--- config.mk ---
export PLATFORM = sky130hd
export DESIGN_NAME = forwarding_hazard_unit
export DESIGN_NICKNAME = d
export VERILOG_FILES = /design/src/rtl/forwarding_hazard_unit.sv
export SDC_FILE = /design/constraint.sdc
export NUM_CORES = 1
export LEC_CHECK = 0
export CORE_MARGIN = 2
export CORE_UTILIZATION = 44
export CTS_BUF_LIST = sky130_fd_sc_hd__clkbuf_4
export DETAILED_ROUTE_END_ITERATION = 10
export GPL_ROUTABILITY_DRIVEN = 0
export PLACE_DENSITY_LB_ADDON = 0.3
export SKIP_LAST_GASP = 1
export SYNTH_ARGS = -nofsm -noshare
export SYNTH_HDL_FRONTEND = slang
export SYNTH_SLANG_ARGS = --single-unit
--- constraint.sdc ---
create_clock -name CLK -period 1.6 [get_ports CLK]
set_clock_uncertainty 0.1 [all_clocks]
set_input_delay 0.16 -clock CLK [delete_from_list [all_inputs] [get_ports CLK]]
set_output_delay 0.16 -clock CLK [all_outputs]
set_load 0.02 [all_outputs]
--- src/rtl/forwarding_hazard_unit.sv ---
// Operand-forwarding and load-use hazard control for a 5-stage RV32IM pipeline.
// Tracks destination info of the EX and MEM instructions; forward enables are registered for the instruction entering EX.
module forwarding_hazard_unit #(
   parameter int REG_ADDR_W = 5
) (
   input  logic                  CLK,
   input  logic                  RESETN,
   input  logic                  STALL_IN,
   input  logic                  FLUSH,
   input  logic                  ID_VALID,
   input  logic [REG_ADDR_W-1:0] ID_RS1,
   input  logic [REG_ADDR_W-1:0] ID_RS2,
   input  logic                  ID_USES_RS1,
   input  logic                  ID_USES_RS2,
   input  logic [REG_ADDR_W-1:0] ID_RD,
   input  logic                  ID_REG_WRITE,
   input  logic                  ID_MEM_READ,
   output logic                  LOAD_STALL,
   output logic [1:0]            MEM_FORWARD_EN,
   output logic [1:0]            WB_FORWARD_EN
);

   // EX slot keeps all fields; the MEM slot only needs "is a writer" and rd.
   // The WB instruction needs no storage: its forwarding match is decided one
   // edge earlier against the MEM slot and captured in the registered enables.
   logic                  ex_vld_q, ex_vld_d;
   logic [REG_ADDR_W-1:0] ex_rd_q, ex_rd_d;
   logic                  ex_we_q, ex_we_d;
   logic                  ex_ld_q, ex_ld_d;
   logic                  mem_wr_q, mem_wr_d;
   logic [REG_ADDR_W-1:0] mem_rd_q, mem_rd_d;
   logic [1:0]            mem_fwd_q, mem_fwd_d;
   logic [1:0]            wb_fwd_q, wb_fwd_d;

   logic       ex_writer;
   logic [1:0] uses;
   logic [1:0] mem_hit;
   logic [1:0] wb_hit;
   logic       load_stall;
   logic       bubble;

   assign uses      = {ID_USES_RS2, ID_USES_RS1};
   assign ex_writer = ex_vld_q && ex_we_q && (ex_rd_q != '0);

   always_comb begin
      mem_hit[0] = uses[0] && ex_writer && (ID_RS1 == ex_rd_q);
      mem_hit[1] = uses[1] && ex_writer && (ID_RS2 == ex_rd_q);
      wb_hit[0]  = uses[0] && mem_wr_q && (ID_RS1 == mem_rd_q);
      wb_hit[1]  = uses[1] && mem_wr_q && (ID_RS2 == mem_rd_q);
   end

   // A load in EX cannot forward yet; FLUSH wins since the consumer is squashed anyway.
   assign load_stall = ID_VALID && !FLUSH && ex_writer && ex_ld_q && (mem_hit != 2'b00);
   assign bubble     = FLUSH || load_stall || !ID_VALID;

   always_comb begin
      ex_vld_d  = ex_vld_q;
      ex_rd_d   = ex_rd_q;
      ex_we_d   = ex_we_q;
      ex_ld_d   = ex_ld_q;
      mem_wr_d  = mem_wr_q;
      mem_rd_d  = mem_rd_q;
      mem_fwd_d = mem_fwd_q;
      wb_fwd_d  = wb_fwd_q;
      if (!STALL_IN) begin
         mem_wr_d = ex_writer;
         mem_rd_d = ex_rd_q;
         if (bubble) begin
            ex_vld_d  = 1'b0;
            ex_rd_d   = '0;
            ex_we_d   = 1'b0;
            ex_ld_d   = 1'b0;
            mem_fwd_d = 2'b00;
            wb_fwd_d  = 2'b00;
         end else begin
            ex_vld_d  = 1'b1;
            ex_rd_d   = ID_RD;
            ex_we_d   = ID_REG_WRITE;
            ex_ld_d   = ID_MEM_READ;
            mem_fwd_d = mem_hit;
            wb_fwd_d  = wb_hit & ~mem_hit;
         end
      end
   end

   always_ff @(posedge CLK or negedge RESETN) begin
      if (!RESETN) begin
         ex_vld_q  <= 1'b0;
         ex_rd_q   <= '0;
         ex_we_q   <= 1'b0;
         ex_ld_q   <= 1'b0;
         mem_wr_q  <= 1'b0;
         mem_rd_q  <= '0;
         mem_fwd_q <= 2'b00;
         wb_fwd_q  <= 2'b00;
      end else begin
         ex_vld_q  <= ex_vld_d;
         ex_rd_q   <= ex_rd_d;
         ex_we_q   <= ex_we_d;
         ex_ld_q   <= ex_ld_d;
         mem_wr_q  <= mem_wr_d;
         mem_rd_q  <= mem_rd_d;
         mem_fwd_q <= mem_fwd_d;
         wb_fwd_q  <= wb_fwd_d;
      end
   end

   assign LOAD_STALL     = load_stall;
   assign MEM_FORWARD_EN = mem_fwd_q;
   assign WB_FORWARD_EN  = wb_fwd_q;

endmodule
== Yosys cells after proc, flatten, opt, wreduce, memory -nomap -nowiden ==
Cells that the tools add are included.

* Bits in registers: 18
* Input bits: 24
* Output and inout bits: 5
* Logic and storage cells: 40

* Equality and inequality tests: 4
* Multiplexer cells: 6
* Bitwise gates (word level): 2
* Reduce and logical (&&, ||, !) cells: 20

{| class="wikitable"
|+ Operators by type and width
! operator !! number
|-
| 5-bit == test || 4
|-
| 1-bit logical AND || 14
|-
| 5-bit two-way mux || 1
|-
| 5-bit nonzero test || 1
|-
| 2-bit two-way mux || 2
|-
| 1-bit two-way mux || 3
|-
| 2-bit bitwise AND || 1
|-
| 1-bit zero test || 2
|-
| 1-bit logical OR || 2
|-
| 2-bit NOT || 1
|-
| 2-bit nonzero test || 1
|}

== Depth between registers and ports, before layout ==
* Word-level depth: 9
* Gate-level depth with buffers: 5
* Depth with buffers taken out: 4

== Worst setup path before layout ==
Ideal clock, no wire load.

* Kind: register to output
* Start: reg ex_rd_q[0]
* End: out LOAD_STALL
* Arrival time: 1.586 ns
* Data required time: 1.340 ns
* Path slack: -0.246 ns
* Cell stages (with the launch flop): 6
* Path buffers: 1
* Cells stage by stage: dfrtp_1 -> clkbuf_1 -> xnor2_1 -> nand4_1 -> o22ai_1 -> nor2b_1

* Word-level cells in the longest chain between the ends: 6
* Elaborated cells on any way between the ends: 12
* Classes of those cells: 2 x eq/ne; 10 x reduce/logical

{| class="wikitable"
|+ RTL lines
! what !! RTL line !! source
|-
| start: declaration || 27 || <nowiki>logic [REG_ADDR_W-1:0] ex_rd_q, ex_rd_d;</nowiki>
|-
| start signal: assignment || 98 || <nowiki>ex_rd_q <= ex_rd_d;</nowiki>
|-
| 5-bit nonzero test || 43 || <nowiki>assign ex_writer = ex_vld_q && ex_we_q && (ex_rd_q != '0);</nowiki>
|-
| 1-bit logical AND || 43 ||
|-
| 1-bit logical AND (on tied branches) (2 in a row) || 46, 47 ||
|-
| 2-bit nonzero test || 53 || <nowiki>assign load_stall = ID_VALID && !FLUSH && ex_writer && ex_ld_q && (mem_hit != 2'b00);</nowiki>
|-
| 1-bit logical AND (*) || 53 ||
|-
| end: declaration || 18 || <nowiki>output logic LOAD_STALL,</nowiki>
|}

Mark *: on every way between the ends. The rest lies on a longest branch, timed or not.

== Final worst setup path ==
* Start: reg ex_rd_q[2]
* End: out LOAD_STALL

Same word-level chain as after synthesis.

==> impl_metrics.yaml <==
run_status:
  violations: "setup timing"
  status: "complete, but fails checks"
synthesis:
  synthArstFlopShare_pct: 100
  netlist_area_um2: 1060
  yosys-top-cells-area: "dfrtp_1, xnor2_1, a32oi_1"
  yosys.cell_types.count: 25
  netlist_instances: 102
  yosysTopAreaCell: "dfrtp_1"
  yosysMostFrequentCell: "xnor2_1"
  ys_warn_count: 0
  ys_seq_area_share_pct: 42.6
  ys.flop_type: "dfrtp_1"
  synth_top_area_share_pct: 42.6
  synth_nets: 126
  ys_ff_latch: 18
  syn_avg_cell_area_um2: 10.4
  synth_common_cells: "xnor2_1, dfrtp_1, nand2_1"
  synth_enable_flop_cells: 0
cts:
  htree_num_levels: 1
  cts_buffer_depth: 2
  worst_skew_pair.late_latency_ns: 0.30
  cts_sinks: 18
  cts-root-buf: "clkbuf_4"
  cts_buffers: 3
  cts_hold_buf: 0
  clk_pin_slew_ns: 0.11
  cts_tree: "yes"
finish:
  syn_to_final_growth_pct: 53.7
  layout-drive-gt1-share_pct: 28.8
  fillCellCount: 176
  n_antenna_cell: 0
  layout.nets: 181
  final_util_pct: 72.8
critical_path:
  cp.arrival_ns: 1.75
  cp-start-kind: "flop"
  r2r_start: "ex_rd_q[2]$_DFFE_PN0N_"
  crit_start: "ex_rd_q[2]$_DFFE_PN0N_"
  crit_required_ns: 1.34
  cp_max_fo: 4
  end_kind: "primary output"
  critical_path.cell_chain: "or4_4, o2111ai_4, nor2b_2, buf_2"
  rr_endpoint: "ex_ld_q$_DFFE_PN0N_"
  crit_type: "flop to primary output"
  reg2regPathDepth: 7
  cp_slowest_stage_delay_ns: 0.57
  cp_slowest_cell: "or4_4"
  r2r_setup_slack_ns: -0.36
min_path:
  hold_path_class: "input port to async pin"
timing:
  worst_pin_slew_ns: 0.268
  rsz0062_at_grt: "true"
  fmax_ghz: 0.498
  setup_viol_count_final: 14
  final.min_clock_period_ns: 2.01
  slew_violations: 0
  min_period_over_period_pct: 125
  setup_tns_ns: -4.39
  setup_slack_ns: -0.407
  hold_viol_final: 0
  slew_headroom_pct: 81.9
routing:
  first_pass_iters: 4
  ant_nets: 0
  vias_per_cell: 5.41
  vias: 996
  drtIter0Drc: 12
  wire_per_inst_um: 14.7
  route.detailed.drc: 0
  routed_wirelength_um: 2710
floorplan:
  fp.dieW_um: 53.0
  pin_count: 29
  dieArea_um2: 2810
  core_area_um2: 2230
  chipHeight_um: 53.0
  num_rows: 17
  initial_utilization_pct: 47.3
global_routing:
  antenna_found_initial: 0
  first_global_vias: 1031
  grt_pass1_wl_um: 4500
  grt_max_degree: 20
  grt_usage_pct: 22.6
  overflow: 0
power_and_ir_drop:
  ir_drop_mv: 0.574
  p_per_area_nw_per_um2: 686
  p_leak_nw: 0.635
placement:
  portBuffers: 28
  detailedPlace.worstSlack_ns: -0.608
  dp_hpwl_um: 2000
flow_run:
  cap_violations: 0
## area by class of cell
class	instances	area [um2]	area share (%)
tap	28	35.0	2.16
inverter	1	3.75	0.231
timing repair buffer	55	494	30.4
clock buffer	3	22.5	1.39
sequential	18	452	27.8
multi-input combinational	78	614	37.8
clock inverter	1	3.75	0.231
## placed cells by master, fill, tap and decap left out
cell type	count
clkdlybuf4s50_1	27
buf_4	25
xnor2_1	20
dfrtp_1	17
nand2_1	15
o21ai_1	8
a32oi_1	7
mux2_2	5
nand4_1	4
clkbuf_4	3
nor3_2	2
a32o_1	2
or3_1	2
nor4_1	2
o31ai_1	2
or4_4	1
and3b_1	1
o2111ai_4	1
o22ai_2	1
nor2b_2	1
nor3b_4	1
inv_1	1
a22oi_1	1
o211ai_4	1
o21ai_0	1
clkinv_1	1
dfrtp_2	1
buf_2	1
buf_12	1
buf_6	1
## state kept, by name (all words and copies together), names as in the netlist
name and flops:
ex_we_q 1, mem_wr_q 1, mem_rd_q 5, ex_vld_q 1, WB_FORWARD_EN 2, ex_rd_q 5
MEM_FORWARD_EN 2, ex_ld_q 1
## repair_timing
item,4_1_cts,5_1_grt
setup buffers,5,1
pin swaps,2,3
resized for setup,8,3
endpoints found under the setup margin,14,14
## where the power goes
| part | internal (mW) | switching, mW | total (mW) |
|---|---|---|---|
| combinational | 0.202 | 0.133 | 0.334 |
| sequential | 0.493 | 0.0463 | 0.539 |
| clock | 0.0909 | 0.151 | 0.242 |
## logic make-up after synthesis
group                  Yosys count  synth area share, %
AND/OR/NAND/NOR                 29                 15.3
AO/OA/AOI/OAI                   24                 17.3
XOR/XNOR                        20                 16.6
flip-flops                      18                 42.6
buffers and inverters            6                 2.96
multiplexers                     5                 5.33
## worst max-delay path by stage
stage	endpoint	slack, ns	cells after the start
after floorplan	MEM_FORWARD_EN[0]$_DFFE_PN0N_	-0.12	4
after global placement	LOAD_STALL	-0.57	6
after detailed placement	LOAD_STALL	-0.61	6
after CTS	LOAD_STALL	-0.40	4
after global routing	LOAD_STALL	-0.48	4
final	LOAD_STALL	-0.41	4
## layer usage
metal  routed length [um]  GRT usage, %
met3                   80          3.67
met1                 1080          26.3
met2                 1540          40.2
met5                    0             0
met4                   12          10.3
## critical path, delay by kind of cell, from the launching register on
kind	cells	cell delay (ns)
buffers and inverters	1	0.15
DFF	1	0.46
and+or+nand+nor	2	0.63
AOI/OAI and AO/OA	1	0.21
## per-stage QoR
stage | hold WS (ns) | cells | total power, mW | instance area [um2]
2_1_floorplan | -0.236 | 102 | 0.702 | 1100
3_3_place_gp | 0.364 | 175 | 0.860 | 1550
3_5_place_dp | 0.373 | 175 | 0.871 | 1550
4_1_cts | 0.0772 | 184 | 1.12 | 1630
5_1_grt | 0.0976 | 184 | 1.18 | 1630
6_report | 0.0762 | 184 | 1.11 | 1630
Power figures use the tool's default switching activity.
